==> src/rtl/riscv_pkg.sv <==
// Shared RISC-V front-end definitions: data width, canonical NOP and the
// fetch packet handed from fetch to decode.
package riscv_pkg;

    localparam int unsigned XLEN = 32;
    localparam logic [XLEN-1:0] INSTR_NOP = 32'h0000_0013;

    typedef struct packed {
        logic [XLEN-1:0] instr;
        logic [XLEN-1:0] pc;
    } fetch_pkt_t;

    // Sequential fetch address; wraps modulo 2^XLEN.
    function automatic logic [XLEN-1:0] pc_next(input logic [XLEN-1:0] pc);
        return pc + XLEN'(4);
    endfunction

endpackage

==> src/rtl/fetch_skid_buf.sv <==
// One-entry hold buffer for a fetch packet that decode could not accept.
// Flush (redirect) and reset take priority over load; load over drain.
module fetch_skid_buf
    import riscv_pkg::*;
(
    input  logic       clk,
    input  logic       rst,
    input  logic       load,
    input  logic       drain,
    input  logic       flush,
    input  fetch_pkt_t din,
    output logic       vld_o,
    output fetch_pkt_t dout
);

    // Occupancy flag.
    always_ff @(posedge clk) begin
        if (rst || flush) begin
            vld_o <= 1'b0;
        end else if (load) begin
            vld_o <= 1'b1;
        end else if (drain) begin
            vld_o <= 1'b0;
        end
    end

    // Payload is only meaningful while vld_o is set, so it needs no reset.
    always_ff @(posedge clk) begin
        if (load) begin
            dout <= din;
        end
    end

endmodule

==> src/rtl/fetch_unit.sv <==
// Instruction fetch stage: issues one address per cycle to a memory with a
// one-cycle registered read, presents {instr, pc} packets to decode with a
// valid/ready handshake, and parks a stalled packet in a one-entry skid
// buffer so the in-flight read is never lost.
// Optional build macro FETCH_MISALIGN_EN: a redirect to a non word-aligned
// target raises a sticky misalign_o and halts fetch until an aligned
// redirect or reset. Without it, the target's low two bits are ignored.
module fetch_unit
    import riscv_pkg::*;
#(
    parameter logic [XLEN-1:0] RESET_PC = 32'h0000_0000
) (
    input  logic            clk,
    input  logic            rst,
    output logic [XLEN-1:0] pc_o,
    input  logic [XLEN-1:0] instr_i,
    input  logic            redirect_i,
    input  logic [XLEN-1:0] redirect_pc_i,
    output logic            if_valid_o,
    input  logic            id_ready_i,
    output logic [XLEN-1:0] if_instr_o,
    output logic [XLEN-1:0] if_pc_o
`ifdef FETCH_MISALIGN_EN
    ,
    output logic            misalign_o
`endif
);

    logic [XLEN-1:0] pc_q;
    logic [XLEN-1:0] req_pc_q;
    logic            req_vld_q;

    logic [XLEN-1:0] redir_pc;
    logic            redir_bad;
    logic            halted;
    logic            issue;

    logic            skid_vld;
    logic            skid_load;
    logic            skid_drain;
    fetch_pkt_t      skid_din;
    fetch_pkt_t      skid_dout;

`ifdef FETCH_MISALIGN_EN
    logic misalign_q;

    assign redir_pc   = redirect_pc_i;
    assign redir_bad  = redirect_i && (redirect_pc_i[1:0] != 2'b00);
    assign halted     = misalign_q;
    assign misalign_o = misalign_q && !rst;

    // Sticky misalign flag: every redirect re-evaluates it, reset clears it.
    always_ff @(posedge clk) begin
        if (rst) begin
            misalign_q <= 1'b0;
        end else if (redirect_i) begin
            misalign_q <= redir_bad;
        end
    end
`else
    logic unused_redir_lsb;

    assign redir_pc         = {redirect_pc_i[XLEN-1:2], 2'b00};
    assign redir_bad        = 1'b0;
    assign halted           = 1'b0;
    assign unused_redir_lsb = ^redirect_pc_i[1:0];
`endif

    // Handshake, issue decision and address mux.
    always_comb begin
        if_valid_o = (skid_vld || req_vld_q) && !redirect_i && !halted && !rst;
        issue      = !rst && !redir_bad &&
                     (redirect_i || (!halted && (!if_valid_o || id_ready_i)));
        if (rst) begin
            pc_o = RESET_PC;
        end else if (redirect_i) begin
            pc_o = redir_pc;
        end else begin
            pc_o = pc_q;
        end
        skid_load  = req_vld_q && !id_ready_i && !redirect_i && !halted;
        skid_drain = skid_vld && id_ready_i && !redirect_i;
        skid_din   = '{instr: instr_i, pc: req_pc_q};
        if (skid_vld) begin
            if_instr_o = skid_dout.instr;
            if_pc_o    = skid_dout.pc;
        end else begin
            if_instr_o = instr_i;
            if_pc_o    = req_pc_q;
        end
    end

    // Request tracking: remember what was sent to memory last cycle.
    always_ff @(posedge clk) begin
        if (rst) begin
            pc_q      <= RESET_PC;
            req_pc_q  <= RESET_PC;
            req_vld_q <= 1'b0;
        end else if (issue) begin
            pc_q      <= pc_next(pc_o);
            req_pc_q  <= pc_o;
            req_vld_q <= 1'b1;
        end else begin
            req_vld_q <= 1'b0;
        end
    end

    fetch_skid_buf u_skid (
        .clk   (clk),
        .rst   (rst),
        .load  (skid_load),
        .drain (skid_drain),
        .flush (redirect_i),
        .din   (skid_din),
        .vld_o (skid_vld),
        .dout  (skid_dout)
    );

endmodule

==> config.mk <==
export PLATFORM = sky130hd
export DESIGN_NAME = fetch_unit
export DESIGN_NICKNAME = d
export VERILOG_FILES = /design/src/rtl/riscv_pkg.sv /design/src/rtl/fetch_skid_buf.sv /design/src/rtl/fetch_unit.sv
export SDC_FILE = /design/constraint.sdc
export NUM_CORES = 1
export LEC_CHECK = 0
export ABC_AREA = 0
export CAP_MARGIN = 20
export CORE_ASPECT_RATIO = 1.75
export CORE_UTILIZATION = 50
export CTS_CLUSTER_DIAMETER = 40
export DETAILED_ROUTE_END_ITERATION = 8
export PLACE_DENSITY = 0.83
export RECOVER_POWER = 50
export SYNTH_ARGS = -nofsm -noshare
export SYNTH_HDL_FRONTEND = slang
export SYNTH_SLANG_ARGS = --single-unit
export TNS_END_PERCENT = 10
==> constraint.sdc <==
create_clock -name clk -period 5.85 [get_ports clk]
set_input_delay 1.755 -clock clk [delete_from_list [all_inputs] [get_ports clk]]
set_output_delay 1.755 -clock clk [all_outputs]
set_load 0.005 [all_outputs]
* Yosys cells after proc, flatten, opt, wreduce, memory -nomap -nowiden *
Cells that the tools add are included.

word-level totals
  flip-flop bits (word level) = 130
  latch bits = 0
  bits in writable memories = 0
  ROM bits = 0
  input bits = 68
  output and inout bits = 97
  logic and storage cells = 30
  memories kept = 0

operators by class
  add/sub/neg operators = 1
  multiply operators = 0
  divide/modulo/power cells = 0
  $lt $le $gt $ge = 0
  equal/unequal tests = 0
  shift-type cells = 0
  muxes and demuxes = 7
  bitwise gates (word level) = 0
  reductions and logical operators = 16

operators with widths
  operator                                                         count
  32-bit 2-to-1 mux                                                4
  32-bit by 3-bit adder with 32-bit output, second input constant  1
  1-bit logical AND                                                7
  1-bit zero test                                                  4
  1-bit logical OR                                                 4
  1-bit 2-to-1 mux                                                 3
  2-bit nonzero test                                               1

* Logic depth before layout (Yosys ltp) *
  word-level depth = 8
  gate-level depth with buffers = 14

* By module *
From an unflattened synthesis, not the netlist that was laid out.

second synthesis, totals
  cells, all modules = 576
  area total of the unflattened synthesis = 6084.6 um^2

by module, submodules not included
  module          times used  cells an instance  area each (um^2)  sequential area each (um^2)
  fetch_unit      1           508                4117.7            1261.2
  fetch_skid_buf  1           68                 1966.9            1941.9

* Worst setup path before layout *
Ideal clock, no wire load.

  path kind = in2out
  from = in redirect_i
  to = out pc_o[25]
  data arrival time = 3.000 ns
  required time = 4.095 ns
  path slack = 1.095 ns
  cell stages on the path = 7
  buffers on the path = 5
  path through = buf_6 > buf_4 > buf_2 > buf_4 > buf_2 > mux2i_1 > nor2_1

between the ends
  word-level cells in the longest chain between the ends = 2

ends and longest elaborated chain
  item                line              RTL
  start: declaration  fetch_unit.sv:17  input logic redirect_i,
  32-bit 2-to-1 mux   fetch_unit.sv:76  end else if (redirect_i) begin
  32-bit 2-to-1 mux   fetch_unit.sv:74  if (rst) begin
  end: declaration    fetch_unit.sv:15  output logic [XLEN-1:0] pc_o,

No other way between the ends.

* Worst setup path in the final report *
  from = in redirect_i
  to = out pc_o[28]

The elaborated chain is that of the path after synthesis.

==> results.json <==
{
  "gp_congestion": 0.861,
  "cp.required_ns": 4.09,
  "clockRootBuffer": "clkbuf_16",
  "pin_count": 165,
  "finalSetupTns_ns": 0,
  "nFillCells": 906,
  "finalHoldViolations": 0,
  "dpl.hpwl_um": 10600,
  "die_h_um": 146,
  "clock_latency_ns": 0.40,
  "cts_tree": "built",
  "cts_inserted_buffers": 17,
  "nNetsFinal": 747,
  "start_util_pct": 51.1,
  "syn-num-nets": 582,
  "core_sq_um": 11600,
  "diodes": 0,
  "yosysSeqAreaShare_pct": 54.1,
  "power_mw": 2.25,
  "setup_viol": 0,
  "rsz0062_at_grt": "no",
  "worstMarginPinSlew_ns": 1.31,
  "pre_cts_ws_ns": 0.495,
  "viasPerCell": 5.50,
  "synth_edf_count": 64,
  "routedWlPerCell_um": 17.4,
  "p_per_area_nw_per_um2": 275,
  "synthFlopType": "edfxtp_1",
  "design_area_sq_um": 8170,
  "holdWs_ns": 0.450,
  "die-area_sq_um": 12300,
  "yosysWarnings": 0,
  "drtPass1Iterations": 6,
  "grt_pass1_vias": 4546,
  "cts_resized": 0,
  "grt_start_max_net_pins": 42,
  "critPathMaxFanout": 28,
  "vias": 4547,
  "antenna_found_initial": 0,
  "clock_path_buffers": 2,
  "gr-total-overflow": 0,
  "htreeDepth": 4,
  "routed_wl_um": 14400,
  "path_class": "in -> out",
  "dp_cells": 794,
  "max-cap-violations": 0,
  "violations": "DRC",
  "io_buffers": 162,
  "fmax_ghz": 0.180,
  "finalMaxSlewViolations": 0,
  "status": "complete, but fails checks",
  "cts_setup_buffers": 0,
  "ant_nets": 0,
  "setup_ws_ns": 0.305,
  "crit_arrival_ns": 3.79,
  "chipWidth_um": 84.3,
  "cp-end-kind": "output port",
  "cts_sinks": 128,
  "min_path_type": "reg -> reg",
  "ys_ff_latch": 128,
  "post-route-util_pct": 70.5,
  "relSlewSlack_pct": 13.0,
  "grt.total_usage_pct": 23.4,
  "placement.cell_area_sq_um": 7650,
  "hold_buffers": 0,
  "cp-start-kind": "input port",
  "clkTransAtPathRegs_ns": 0.05,
  "drc": 26,
  "area_growth_pct": 38.0,
  "clock_skew_ns": 0.0107,
  "vdd_drop_max_v": 0.000213,
  "finalNonFillerCells": 826,
  "fp-row-count": 52,
  "synth_cells": 513,
  "syn_area_sq_um": 5920,
  "yosys.cell_types.count": 55,
  "period_share_pct": 94.8,
  "drive_gt1_share_pct": 18.4,
  "async_reset_ff_share_pct": 0,
  "grt_pass1_wl_um": 22500,
  "period_needed_ns": 5.55,
  "detail_route.iter0.violations": 227,
  "p_leak_nw": 3.23,
  "postSynthAreaPerCell_sq_um": 11.5
}
## routing by layer
layer / GRT usage (%) / up-vias / share of wire, %
met5: 0 / - / 0
met4: 9.40 / 0 / 2.3
met3: 4.82 / 25 / 5.3
met2: 43.2 / 165 / 54
met1: 25.9 / 2183 / 38
li1: - / 2174 / -
## Yosys cell counts, types with 3 or more instances
cell,n,area (sq um)
nand4_1,6,37.5
or4_1,3,22.5
a211oi_2,4,50.1
inv_1,11,41.3
dfxtp_1,64,1280
o21ai_0,13,65.1
xor2_1,9,78.8
nand3_1,21,105
nand2_1,83,312
edfxtp_1,64,1920
clkbuf_1,17,63.8
nor2_1,29,109
or2_2,4,25.0
a21oi_1,5,25.0
xnor2_1,11,96.3
nand3b_4,4,80.1
a21o_1,4,30.0
mux2_2,66,743
and3_1,5,31.3
mux2i_1,30,300
nor2_2,3,18.8
buf_2,5,25.0
nor3_1,8,40.0
nand3b_1,7,52.6
## critical path: stages
cell and delay (ns):
buf_2 0.50, clkbuf_1 0.43, inv_1 0.29, nand2_1 0.13, a21o_1 0.18, inv_1 0.05
clkdlybuf4s50_1 0.44
## worst paths after layout
path | from | end | slack (ns) | cells after the start
setup / recovery | redirect_i | pc_o[28] | 0.30 | 7
hold / removal | req_pc_q[7]$_SDFFE_PP0P_ | req_pc_q[7]$_SDFFE_PP0P_ | 0.45 | 2
setup reg to reg | u_skid.vld_o$_SDFFE_PP0P_ | pc_q[31]$_SDFFE_PP0P_ | 2.85 | 7
hold reg to reg | req_pc_q[7]$_SDFFE_PP0P_ | req_pc_q[7]$_SDFFE_PP0P_ | 0.45 | 2
## flip-flops by register name, indices dropped and copies added (netlist names)
signal,cells
u_skid.dout,64
pc_q,32
req_pc_q,30
req_vld_q,1
u_skid.vld_o,1
## logic make-up (layout without fill, tap and decap cells)
| kind of cell | Yosys count | count (layout) | share of synthesized area (%) |
|---|---|---|---|
| flops | 128 | 128 | 54.1 |
| xor+xnor | 20 | 20 | 2.96 |
| simple gates | 184 | 184 | 15.6 |
| fa+ha+maj | 1 | 1 | 0.211 |
| buf+inv | 41 | 219 | 3.42 |
| compound gates | 43 | 43 | 6.13 |
| mux | 96 | 96 | 17.6 |
## cells in the final DEF, fill, tap and decap left out, types with 3 or more instances in the layout
cell type        instances
inv_1                   12
a21o_1                   4
nand3b_1                 7
or2_2                    4
nand2_1                 83
mux2_2                  65
xor2_1                   9
dfxtp_1                 64
edfxtp_1                64
dlygate4sd3_1           43
nand3_1                 21
xnor2_1                 11
nor2_1                  29
and3_1                   5
clkdlybuf4s50_1        117
nand4_1                  6
clkbuf_16               17
nand3b_4                 4
clkbuf_8                 5
nor3_1                   9
nor2_2                   3
o21ai_0                 13
clkbuf_1                 7
or4_1                    3
a211oi_2                 4
a21oi_1                  5
mux2i_1                 30
buf_4                    8
## final cells by class
type	instances	area [sq um]	area share (%)
flip-flops and latches	128	3200	39.2
multi-input cells	344	2500	30.6
well taps	135	169	2.07
clock inverters	5	28.8	0.352
repair buffers	174	1700	20.9
clock buffers	27	513	6.28
inverters	13	48.8	0.597
## power breakdown
group	internal, mW	total, mW	leakage (nW)	switching [mW]
Combinational	0.165	0.284	1.86	0.120
Clock	0.595	0.951	0.261	0.356
Sequential	0.988	1.01	1.11	0.0253
Total	1.75	2.25	3.23	0.501
(Power assumes the default switching activity.)
